==> config.mk <==
export PLATFORM = sky130hd
export DESIGN_NAME = fb_reader
export DESIGN_NICKNAME = d
export VERILOG_FILES = /design/src/rtl/fb_reader.sv
export SDC_FILE = /design/constraint.sdc
export NUM_CORES = 1
export LEC_CHECK = 0
export CORE_AREA = 3 3 109 90
export DETAILED_ROUTE_END_ITERATION = 6
export DIE_AREA = 0 0 112 93
export PLACE_DENSITY = 0.81
export SYNTH_ARGS = -nofsm -noshare
export SYNTH_HDL_FRONTEND = slang
export SYNTH_SLANG_ARGS = --single-unit
==> constraint.sdc <==
create_clock -name PLB_clk -period 4.7 [get_ports PLB_clk]
set_input_delay 0.94 -clock PLB_clk [delete_from_list [all_inputs] [get_ports PLB_clk]]
set_output_delay 0.94 -clock PLB_clk [all_outputs]
set_load 0.02 [all_outputs]
==> src/rtl/fb_reader.sv <==
// Framebuffer scan-out reader: walks the raster line-major with single-beat PLB reads and pushes pixels to the display FIFO.
// Optional FBR_VSYNC_START_EN: holds each new frame until a vsync high sample.
module fb_reader #(
  parameter logic [10:0] FB_BASE_ADDR = 11'b1001_0000_000,
  parameter int LINE_LEN     = 9,
  parameter int COL_LEN      = 10,
  parameter int NUM_LINES    = 480,
  parameter int NUM_COLS     = 640,
  parameter int C_MST_AWIDTH = 32,
  parameter int C_MST_DWIDTH = 32
) (
  input  logic                      PLB_clk,
  input  logic                      reset,
  input  logic                      Bus2IP_Reset,
  input  logic                      enable,
`ifdef FBR_VSYNC_START_EN
  input  logic                      vsync,
`endif
  output logic [0:C_MST_DWIDTH-1]   fifo_data,
  output logic                      fifo_wr_en,
  input  logic                      fifo_full,
  output logic                      frame_done,
  output logic                      rd_error,
  output logic                      IP2Bus_MstRd_Req,
  output logic                      IP2Bus_MstWr_Req,
  output logic                      IP2Bus_Mst_Lock,
  output logic                      IP2Bus_Mst_Reset,
  output logic [0:C_MST_AWIDTH-1]   IP2Bus_Mst_Addr,
  output logic [0:C_MST_DWIDTH/8-1] IP2Bus_Mst_BE,
  output logic [0:C_MST_DWIDTH-1]   IP2Bus_MstWr_d,
  output logic                      IP2Bus_MstRd_dst_rdy_n,
  input  logic                      Bus2IP_Mst_CmdAck,
  input  logic                      Bus2IP_Mst_Cmplt,
  input  logic                      Bus2IP_Mst_Error,
  input  logic                      Bus2IP_Mst_Rearbitrate,
  input  logic                      Bus2IP_Mst_Cmd_Timeout,
  input  logic [0:C_MST_DWIDTH-1]   Bus2IP_MstRd_d,
  input  logic                      Bus2IP_MstRd_src_rdy_n,
  input  logic                      Bus2IP_MstWr_dst_rdy_n
);

  localparam logic [LINE_LEN-1:0] LINE_LAST = LINE_LEN'(NUM_LINES - 1);
  localparam logic [COL_LEN-1:0]  COL_LAST  = COL_LEN'(NUM_COLS - 1);

  typedef enum logic [2:0] {
    IDLE       = 3'd0,
    REQ        = 3'd1,
    WAIT       = 3'd2,
    PUSH       = 3'd3,
    WAIT_VSYNC = 3'd4
  } state_t;

  state_t                  state;
  logic [LINE_LEN-1:0]     line;
  logic [COL_LEN-1:0]      col;
  logic [0:C_MST_DWIDTH-1] pixel;
  logic                    rst;

  assign rst = reset | Bus2IP_Reset;

  assign IP2Bus_MstWr_Req = 1'b0;
  assign IP2Bus_Mst_Lock  = 1'b0;
  assign IP2Bus_Mst_Reset = 1'b0;
  assign IP2Bus_Mst_BE    = '1;
  assign IP2Bus_MstWr_d   = '0;
  assign IP2Bus_Mst_Addr  = {FB_BASE_ADDR, line, col, 2'b00};

  // Rearbitrate needs no action: Req simply stays up in REQ until CmdAck.
  logic unused_inputs;
  assign unused_inputs = &{1'b0, Bus2IP_Mst_Rearbitrate, Bus2IP_MstWr_dst_rdy_n};

  always_ff @(posedge PLB_clk) begin
    if (rst) begin
      state                  <= IDLE;
      line                   <= '0;
      col                    <= '0;
      pixel                  <= '0;
      fifo_data              <= '0;
      fifo_wr_en             <= 1'b0;
      frame_done             <= 1'b0;
      rd_error               <= 1'b0;
      IP2Bus_MstRd_Req       <= 1'b0;
      IP2Bus_MstRd_dst_rdy_n <= 1'b1;
    end else begin
      fifo_wr_en <= 1'b0;
      frame_done <= 1'b0;
      case (state)
        IDLE: begin
          if (enable && !fifo_full) begin
            state            <= REQ;
            IP2Bus_MstRd_Req <= 1'b1;
          end
        end
        REQ: begin
          if (Bus2IP_Mst_Cmd_Timeout) begin
            IP2Bus_MstRd_Req <= 1'b0;
            pixel            <= '0;
            rd_error         <= 1'b1;
            state            <= PUSH;
          end else if (Bus2IP_Mst_CmdAck) begin
            IP2Bus_MstRd_Req <= 1'b0;
            // Ack and completion together collapse the WAIT phase.
            if (Bus2IP_Mst_Cmplt) begin
              state <= PUSH;
              if (Bus2IP_Mst_Error) begin
                pixel    <= '0;
                rd_error <= 1'b1;
              end else if (!Bus2IP_MstRd_src_rdy_n) begin
                pixel <= Bus2IP_MstRd_d;
              end
            end else begin
              state                  <= WAIT;
              IP2Bus_MstRd_dst_rdy_n <= 1'b0;
            end
          end
        end
        WAIT: begin
          if (!Bus2IP_MstRd_src_rdy_n) pixel <= Bus2IP_MstRd_d;
          if (Bus2IP_Mst_Cmplt) begin
            IP2Bus_MstRd_dst_rdy_n <= 1'b1;
            state                  <= PUSH;
            if (Bus2IP_Mst_Error || Bus2IP_Mst_Cmd_Timeout) begin
              pixel    <= '0;
              rd_error <= 1'b1;
            end
          end
        end
        PUSH: begin
          if (!fifo_full) begin
            fifo_wr_en <= 1'b1;
            fifo_data  <= pixel;
            state      <= IDLE;
            if (col == COL_LAST) begin
              col <= '0;
              if (line == LINE_LAST) begin
                line       <= '0;
                frame_done <= 1'b1;
`ifdef FBR_VSYNC_START_EN
                state      <= WAIT_VSYNC;
`endif
              end else begin
                line <= line + 1'b1;
              end
            end else begin
              col <= col + 1'b1;
            end
          end
        end
`ifdef FBR_VSYNC_START_EN
        WAIT_VSYNC: begin
          if (vsync) state <= IDLE;
        end
`endif
        default: state <= IDLE;
      endcase
    end
  end

endmodule
Word-level counts from Yosys, hierarchy flattened
Cells that the tools add are included.
- bits in registers: 91
- input bits: 44
- add/sub/neg operators: 2
- reduce and logical (&&, ||, !) cells: 15
- equality and inequality tests: 15
- muxes and demuxes: 35
- bitwise operators: 4
- operators with widths (operator ; number):
    2-to-1 mux 32 bit ; 7
    case mux 32 bit (2 select lines) ; 1
    2-to-1 mux 1 bit ; 16
    2-to-1 mux 3 bit ; 5
    != test 2 bit, second input constant ; 7
    case mux 3 bit (4 select lines) ; 1
    adder 10 x 1 -> 10 bit, second input constant ; 1
    equality test 10 bit, second input constant ; 1
    2-to-1 mux 10 bit ; 1
    adder 9 x 1 -> 9 bit, second input constant ; 1
    equality test 9 bit, second input constant ; 1
    2-to-1 mux 9 bit ; 1
    != test 3 bit, second input constant ; 3
    AND reduction 3 bit ; 3
    equality test 3 x 2 -> 1 bit, second input constant ; 2
    case mux 1 bit (2 select lines) ; 3
    AND reduction 6 bit ; 1
    AND reduction 5 bit ; 1
    AND reduction 4 bit ; 1
    nonzero test 2 bit ; 2
    OR reduction 4 bit ; 1
    equality test 3 x 1 -> 1 bit, second input constant ; 1
    logical NOT 3 bit ; 1
    NOT 1 bit ; 3
    6 further kinds ; 6

Longest topological paths before layout
Gate-level depths: netlist of run 1.
- depth in word-level cells: 6
- depth in mapped cells: 8

Least setup slack after synthesis of run 1
OpenSTA, ideal clock, no wires.
- path type: input to register
- start: input fifo_full
- end: register line[6]
- buffers on the path: 2
- data arrival time: 1.998 ns
- required time: 4.626 ns
- cell stages on the path: 6
- setup slack: 2.628 ns
- cell sequence: and4b_1 -> buf_6 -> nand3_4 -> buf_6 -> or4_1 -> o21ai_0
- cells in the longest elaborated chain, start to end: 2
- ends and longest elaborated chain (what ; line ; text):
    start: declaration ; 21 ; input logic fifo_full,
    NOT 1 bit (no line) ; -- ;
    AND reduction 3 bit (no line) ; -- ;
    end signal: assignment ; 142 ; line <= line + 1'b1;
    end: declaration ; 54 ; logic [LINE_LEN-1:0] line;
Every way passes these cells.
A chain may end at the register's enable or synchronous reset.

Final worst setup path of run 1
- start: input Bus2IP_Mst_Cmplt
- end: register pixel[27] (netlist name)
- cells in the longest elaborated chain, start to end: 2
- elaborated cells on any way between the ends: 4
- classes of those cells: eq/ne: 1; mux: 2; reduce/logical: 1
- ends and longest elaborated chain (what ; line ; text):
    start: declaration ; 33 ; input logic Bus2IP_Mst_Cmplt,
    != test 3 bit (no line) / 2-to-1 mux 32 bit (equally long branches) ; -- ;
    AND reduction 3 bit (no line) / case mux 32 bit (2 select lines) (equally long branches) ; -- ;
    end signal: assignment ; 109 ; pixel <= Bus2IP_MstRd_d;
    end signal: assignment ; 118 ; if (!Bus2IP_MstRd_src_rdy_n) pixel <= Bus2IP_MstRd_d;
    end: declaration ; 56 ; logic [0:C_MST_DWIDTH-1] pixel;
Parallel ways exist; a longest one is shown, timed or not.

==> impl_metrics.ini, run 1 <==
[synthesis]
synth-adder-area-share_pct = 2.532
synth.area.top_cells = dfxtp_1 (46%), nand2_1 (14%), buf_4 (10%)
ys_async_sr_fraction_pct = 0
synth_area_per_cell_um2 = 7.985
synth_simple_gate_area_share_pct = 22.19
syn_inst = 495
ys_ff_latch = 90
yosysSeqAreaShare_pct = 45.58
synth-main-ff-cell = dfxtp_1
yosys_warnings = 0
synth_top_area_share_pct = 45.58
synth_area_leader_cell = dfxtp_1
synth_mux_area_share_pct = 0
netlist_area_mm2 = 0.003953
synth_top_family_by_area = simple AND/OR/NAND/NOR gates
synth_xor_area_share_pct = 2.216
synth_cell_types = 43
synth-compound-area-share_pct = 13.96
synth-edff-count = 0

[critical_path]
critPathSlowestCell = a211o_1
start_kind = primary input
cp_max_fo = 32
path_delay_family = compound AO/OA/AOI/OAI gates
path_common_cell = a21oi_1
critical_path_required_ns = 4.98
worstPathCellList = clkdlybuf4s50_1 > a21oi_1 > a211o_1 > nand2_1 > a21oi_1
rr_startpoint = state[1]
critPathLaunch = Bus2IP_Mst_Cmplt
worstSetupPathType = primary input to flip-flop
cp-end-kind = flip-flop
slowest_delay_ns = 0.88
timing.critical_path.buf_inv = 1
worstPathArrival_ns = 2.97

[power]
p_switching_mw = 0.3719
power_density_mw_per_mm2 = 278.0
p_int_mw = 1.010
clock_power_share_pct = 35.8
p_leak_nw = 1.688
ir_drop_uv = 120.7
pwr-share-comb_pct = 8.6
switching_share_pct = 26.92
power_frac_seq_pct = 55.6

[floorplan]
fp.dieH_um = 93
initial_core_util_pct = 44.50
ioPinCount = 152
die_w_um = 112
fp.coreArea_mm2 = 0.008882
die_area_mm2 = 0.01042
num_rows = 31

[sta]
final_hold_viol_count = 0
rsz0062_at_grt = no
finClkSkew_ns = 0.01205
clock.fmax_mhz = 371.0
slew_viol_final = 0
relSlewSlack_pct = 29.66
worst_slew_pin_slew_ns = 1.055
setup_viol = 0
finalCriticalPeriod_ns = 2.695
fin_crit_sh_pct = 57.34
postLayoutSetupSlackWorst_ns = 2.005
fin_setup_tns_ns = 0

[clock_tree]
cts_max_level = 3
clk_pin_slew_worst_paths_ns = 0.10
cts_hold_buf = 0
tritoncts.num_buffers = 9
insertion_delay_ns = 0.36
cts_tree = done
cts_setup_buffers = 0
clock-root-buffer = clkbuf_8
cts_resized = 0
cts_num_sinks = 90
clk_path_buf_depth = 2

[place]
io_buffers = 97
place_ws_ns = 1.621
dp_hpwl_um = 6352
gp_congestion = 0.8318
dp.cells = 682

[global_routing]
grt_start_max_net_pins = 51
grt_pass1_wl_um = 15010
grt.total_usage_pct = 17.31
antenna_found_initial = 0
grt_pass1_vias = 3224
grt-ovfl-total = 0

[detailed_routing]
drcViolationCount = 0
ant_nets = 0
dr_total_vias = 3421
viasPerCell = 4.901
detail_route.first_pass.iterations = 4
dr.first_iter.drc_count = 118
totalWireLength_um = 9165
wire_per_inst_um = 13.13

[run_status]
status = completed

[finish]
area_growth_pct = 25.74
instances_no_fill = 698
layout.cells.most_common = nand2_1
layout.nets = 630
most-common-layout-cells = nand2_1 (147), clkdlybuf4s50_1 (97), dfxtp_1 (90)
n_antenna_cell = 0
drive_gt1_share_pct = 4.803

[min_path]
hold_class = flip-flop to flip-flop
worstHoldStart = pixel[16]

[flow_run]
drv_cap = 0
-- worst register-to-register path, stage by stage, from the launching register on --
cell and delay [ns]:
dfxtp_1 0.42, inv_1 0.11, ha_1 0.33, nor2_1 0.28
a211o_1 0.85, nand2_1 0.13, a21oi_1 0.18
-- power by group through the flow --
| stage | Sequential, mW | Combinational (mW) | Clock (mW) |
|---|---|---|---|
| 5_1_grt | 0.768 | 0.128 | 0.540 |
| 3_5_place_dp | 0.785 | 0.117 | 0 |
| 3_3_place_gp | 0.785 | 0.117 | 0 |
| 6_report | 0.768 | 0.119 | 0.495 |
| 2_1_floorplan | 0.786 | 0.101 | 0 |
| 4_1_cts | 0.768 | 0.118 | 0.511 |
-- flip-flops by register name, indices dropped and copies added (netlist names) --
| register | count |
|---|---|
| frame_done | 1 |
| line | 9 |
| pixel | 32 |
| IP2Bus_MstRd_Req | 1 |
| IP2Bus_MstRd_dst_rdy_n | 1 |
| state | 2 |
| col | 10 |
| fifo_wr_en | 1 |
| rd_error | 1 |
| fifo_data | 32 |
-- final timing paths --
| check | to | slack (ns) | cells after the start |
|---|---|---|---|
| setup reg to reg | pixel[27] | 2.32 | 6 |
| setup / recovery | pixel[27] | 2.00 | 5 |
| hold / removal | fifo_data[16] | 0.45 | 2 |
| hold reg to reg | fifo_data[16] | 0.45 | 2 |
-- synth_stat cells (2+ instances only) --
library cell / n
nor2b_1: 2
o21a_1: 2
conb_1: 2
inv_1: 4
o21ai_0: 10
xor2_1: 9
buf_6: 2
nand4_1: 7
and4b_1: 2
clkbuf_1: 22
nor2_1: 16
and4_1: 2
dfxtp_1: 90
nand3_1: 8
nand2b_1: 2
ha_1: 8
buf_4: 53
or3_1: 2
or4_1: 4
nand2_1: 147
a21oi_1: 79
-- metrics by stage --
step           area, um2  util [%]  total power [mW]  hold WS [ns]
2_1_floorplan       4140         -            0.8869        0.4321
3_3_place_gp        4787     53.89            0.9018        0.4359
3_5_place_dp        4787     53.89            0.9028        0.4435
4_1_cts             4970     55.95             1.397        0.4523
5_1_grt             4970     55.95             1.436        0.4767
6_report            4970     55.95             1.382        0.4488
-- logic make-up (layout without fill, tap and decap cells) --
group | count (synthesis) | after routing
fa+ha+maj | 8 | 8
buf+inv | 83 | 121
other cells | 2 | 52
simple gates | 200 | 200
xor+xnor | 10 | 10
compound gates | 102 | 102
flops | 90 | 90
-- area by class of cell --
type                       instances  area, um2
clock buffer                       9      123.9
fill                             852       3913
sequential                        90       1802
inverter                           4      15.01
tap                              115      143.9
multi-input combinational        372       1826
timing repair buffer             101       1001
clock inverter                     7      58.81
-- metal layers --
layer / up-vias / wire length [um] / GRT usage [%]
li1: 1690 / - / -
met1: 1603 / 3866 / 21.28
met2: 118 / 4530 / 29.89
met3: 10 / 696 / 5.175
met4: 0 / 72 / 4.404
met5: - / 0 / 0
Note: power is estimated with default switching activity, not from simulation.
==> run 2: changes to the inputs <==
==> config.mk (replaced) <==
export PLATFORM = sky130hd
export DESIGN_NAME = fb_reader
export DESIGN_NICKNAME = d
export VERILOG_FILES = /design/src/rtl/fb_reader.sv
export SDC_FILE = /design/constraint.sdc
export NUM_CORES = 1
export LEC_CHECK = 0
export CORE_AREA = 3 3 116 95
export DETAILED_ROUTE_END_ITERATION = 6
export DIE_AREA = 0 0 119 98
export PLACE_DENSITY = 0.76
export SYNTH_ARGS = -nofsm -noshare
export SYNTH_HDL_FRONTEND = slang
export SYNTH_SLANG_ARGS = --single-unit
==> constraint.sdc (replaced) <==
create_clock -name PLB_clk -period 2.26 [get_ports PLB_clk]
set_input_delay 0.452 -clock PLB_clk [delete_from_list [all_inputs] [get_ports PLB_clk]]
set_output_delay 0.452 -clock PLB_clk [all_outputs]
set_load 0.02 [all_outputs]
==> impl_metrics.ini, run 2 (synthesis gave the netlist of run 1 again) <==
[run_status]
status = completed

[critical_path]
worstPathArrival_ns = 2.21
worstSetupPathType = flip-flop to flip-flop
ff2ff_path_depth = 7
start_kind = flip-flop
cp_max_fo = 32
critical_path_required_ns = 2.52
cp-end-kind = flip-flop

[detailed_routing]
detail_route.first_pass.iterations = 4
dr.first_iter.drc_count = 161
wire_per_inst_um = 13.04
totalWireLength_um = 9469
dr_total_vias = 3440
viasPerCell = 4.738
ant_nets = 0
drcViolationCount = 0

[power]
p_switching_mw = 0.7553
power_frac_seq_pct = 47.6
p_int_mw = 2.604
clock_power_share_pct = 44.7
switching_share_pct = 22.49
pwr-share-comb_pct = 7.7
p_leak_nw = 1.785
ir_drop_uv = 449.5
power_density_mw_per_mm2 = 644.7

[clock_tree]
insertion_delay_ns = 0.33
clk_path_buf_depth = 2
cts_tree = done
cts_num_sinks = 90
clk_pin_slew_worst_paths_ns = 0.06
cts_resized = 0
cts_setup_buffers = 0
cts_hold_buf = 0
tritoncts.num_buffers = 9
clock-root-buffer = clkbuf_16
cts_max_level = 3

[finish]
drive_gt1_share_pct = 5.763
n_antenna_cell = 0
fin_util_pct = 53.11
layout.nets = 637
area_growth_pct = 31.81
reg_top3 = fifo_data x32, pixel x32, col x10
fin_area_mm2 = 0.005210
layout.cells.most_common = nand2_1
most-common-layout-cells = nand2_1 (147), clkdlybuf4s50_1 (97), dfxtp_1 (90)

[sta]
fin_crit_sh_pct = 86.32
finClkSkew_ns = 0.003434
slew_viol_final = 0
final_hold_viol_count = 0
fin_setup_tns_ns = 0
clock.fmax_mhz = 512.6
setup_viol = 0
finalCriticalPeriod_ns = 1.951
hold_ws_ns = 0.4521
rsz0062_at_grt = no

[global_routing]
grt_start_max_net_pins = 33
grt-ovfl-total = 0
grt_pass1_vias = 3164
antenna_found_initial = 0
grt_pass1_wl_um = 15230
grt.total_usage_pct = 15.80

[floorplan]
initial_core_util_pct = 40.29
die_area_mm2 = 0.01166
ioPinCount = 152
fp.coreArea_mm2 = 0.009809
die_w_um = 119
num_rows = 32
fp.dieH_um = 98

[place]
placed_area_mm2 = 0.004903
io_buffers = 97
gp_congestion = 0.7906
dp_hpwl_um = 6885

[flow_run]
drv_cap = 0

[min_path]
hold_class = flip-flop to flip-flop
min_path_cells = 2
## run 2: cell count changes in the layout (fill, tap and decap cells not counted)
cell and change:
clkbuf_16 +9, clkbuf_8 -7, buf_4 +4, inv_6 -4, buf_12 +3, bufinv_16 +1, clkbuf_1 +1, clkinvlp_4 +1
inv_8 -1
## run 2: routing by layer
| metal | track usage (%) | vias to the layer above | wire length (um) |
|---|---|---|---|
| li1 | - | 1711 | - |
| met1 | 19.86 | 1614 | 4130 |
| met2 | 26.14 | 107 | 4605 |
| met3 | 5.443 | 8 | 658 |
| met4 | 3.829 | 0 | 75 |
| met5 | 0 | - | 0 |
## run 2: power by group through the flow
stage	sequential, mW	clock (mW)	combinational [mW]
2_1_floorplan	1.63	0	0.210
3_3_place_gp	1.63	0	0.254
3_5_place_dp	1.63	0	0.255
4_1_cts	1.60	1.54	0.256
5_1_grt	1.60	1.61	0.278
6_report	1.60	1.50	0.258
## run 2: final cells by class
class / instances / area [um2]
Tap cell: 136 / 170.2
Clock inverter: 4 / 50.05
Clock buffer: 12 / 256.5
Timing Repair Buffer: 108 / 1091
Inverter: 4 / 15.01
Sequential cell: 90 / 1802
Multi-Input combinational cell: 372 / 1826
Fill cell: 955 / 4599
## run 2: path summary, 6_finish.rpt
path,start,to,slack [ns]
setup / recovery,state[1],pixel[27],0.31
hold / removal,pixel[4],fifo_data[4],0.45
setup reg to reg,state[1],pixel[27],0.31
hold reg to reg,pixel[4],fifo_data[4],0.45
## run 2: worst max-delay path: stages, from the launching register on
cell	delay, ns
dfxtp_1	0.36
inv_1	0.12
ha_1	0.38
a21bo_2	0.27
a21oi_1	0.23
o21ai_2	0.09
buf_4	0.25
a21oi_1	0.17
## run 2: metrics by stage
stage | setup slack, ns | power [mW] | cells
floorplan | 0.4778 | 1.844 | 545
global placement | 0.1695 | 1.887 | 710
detailed placement | 0.1760 | 1.888 | 710
CTS | 0.3009 | 3.395 | 726
global route | 0.1766 | 3.482 | 726
finish | 0.3092 | 3.359 | 726
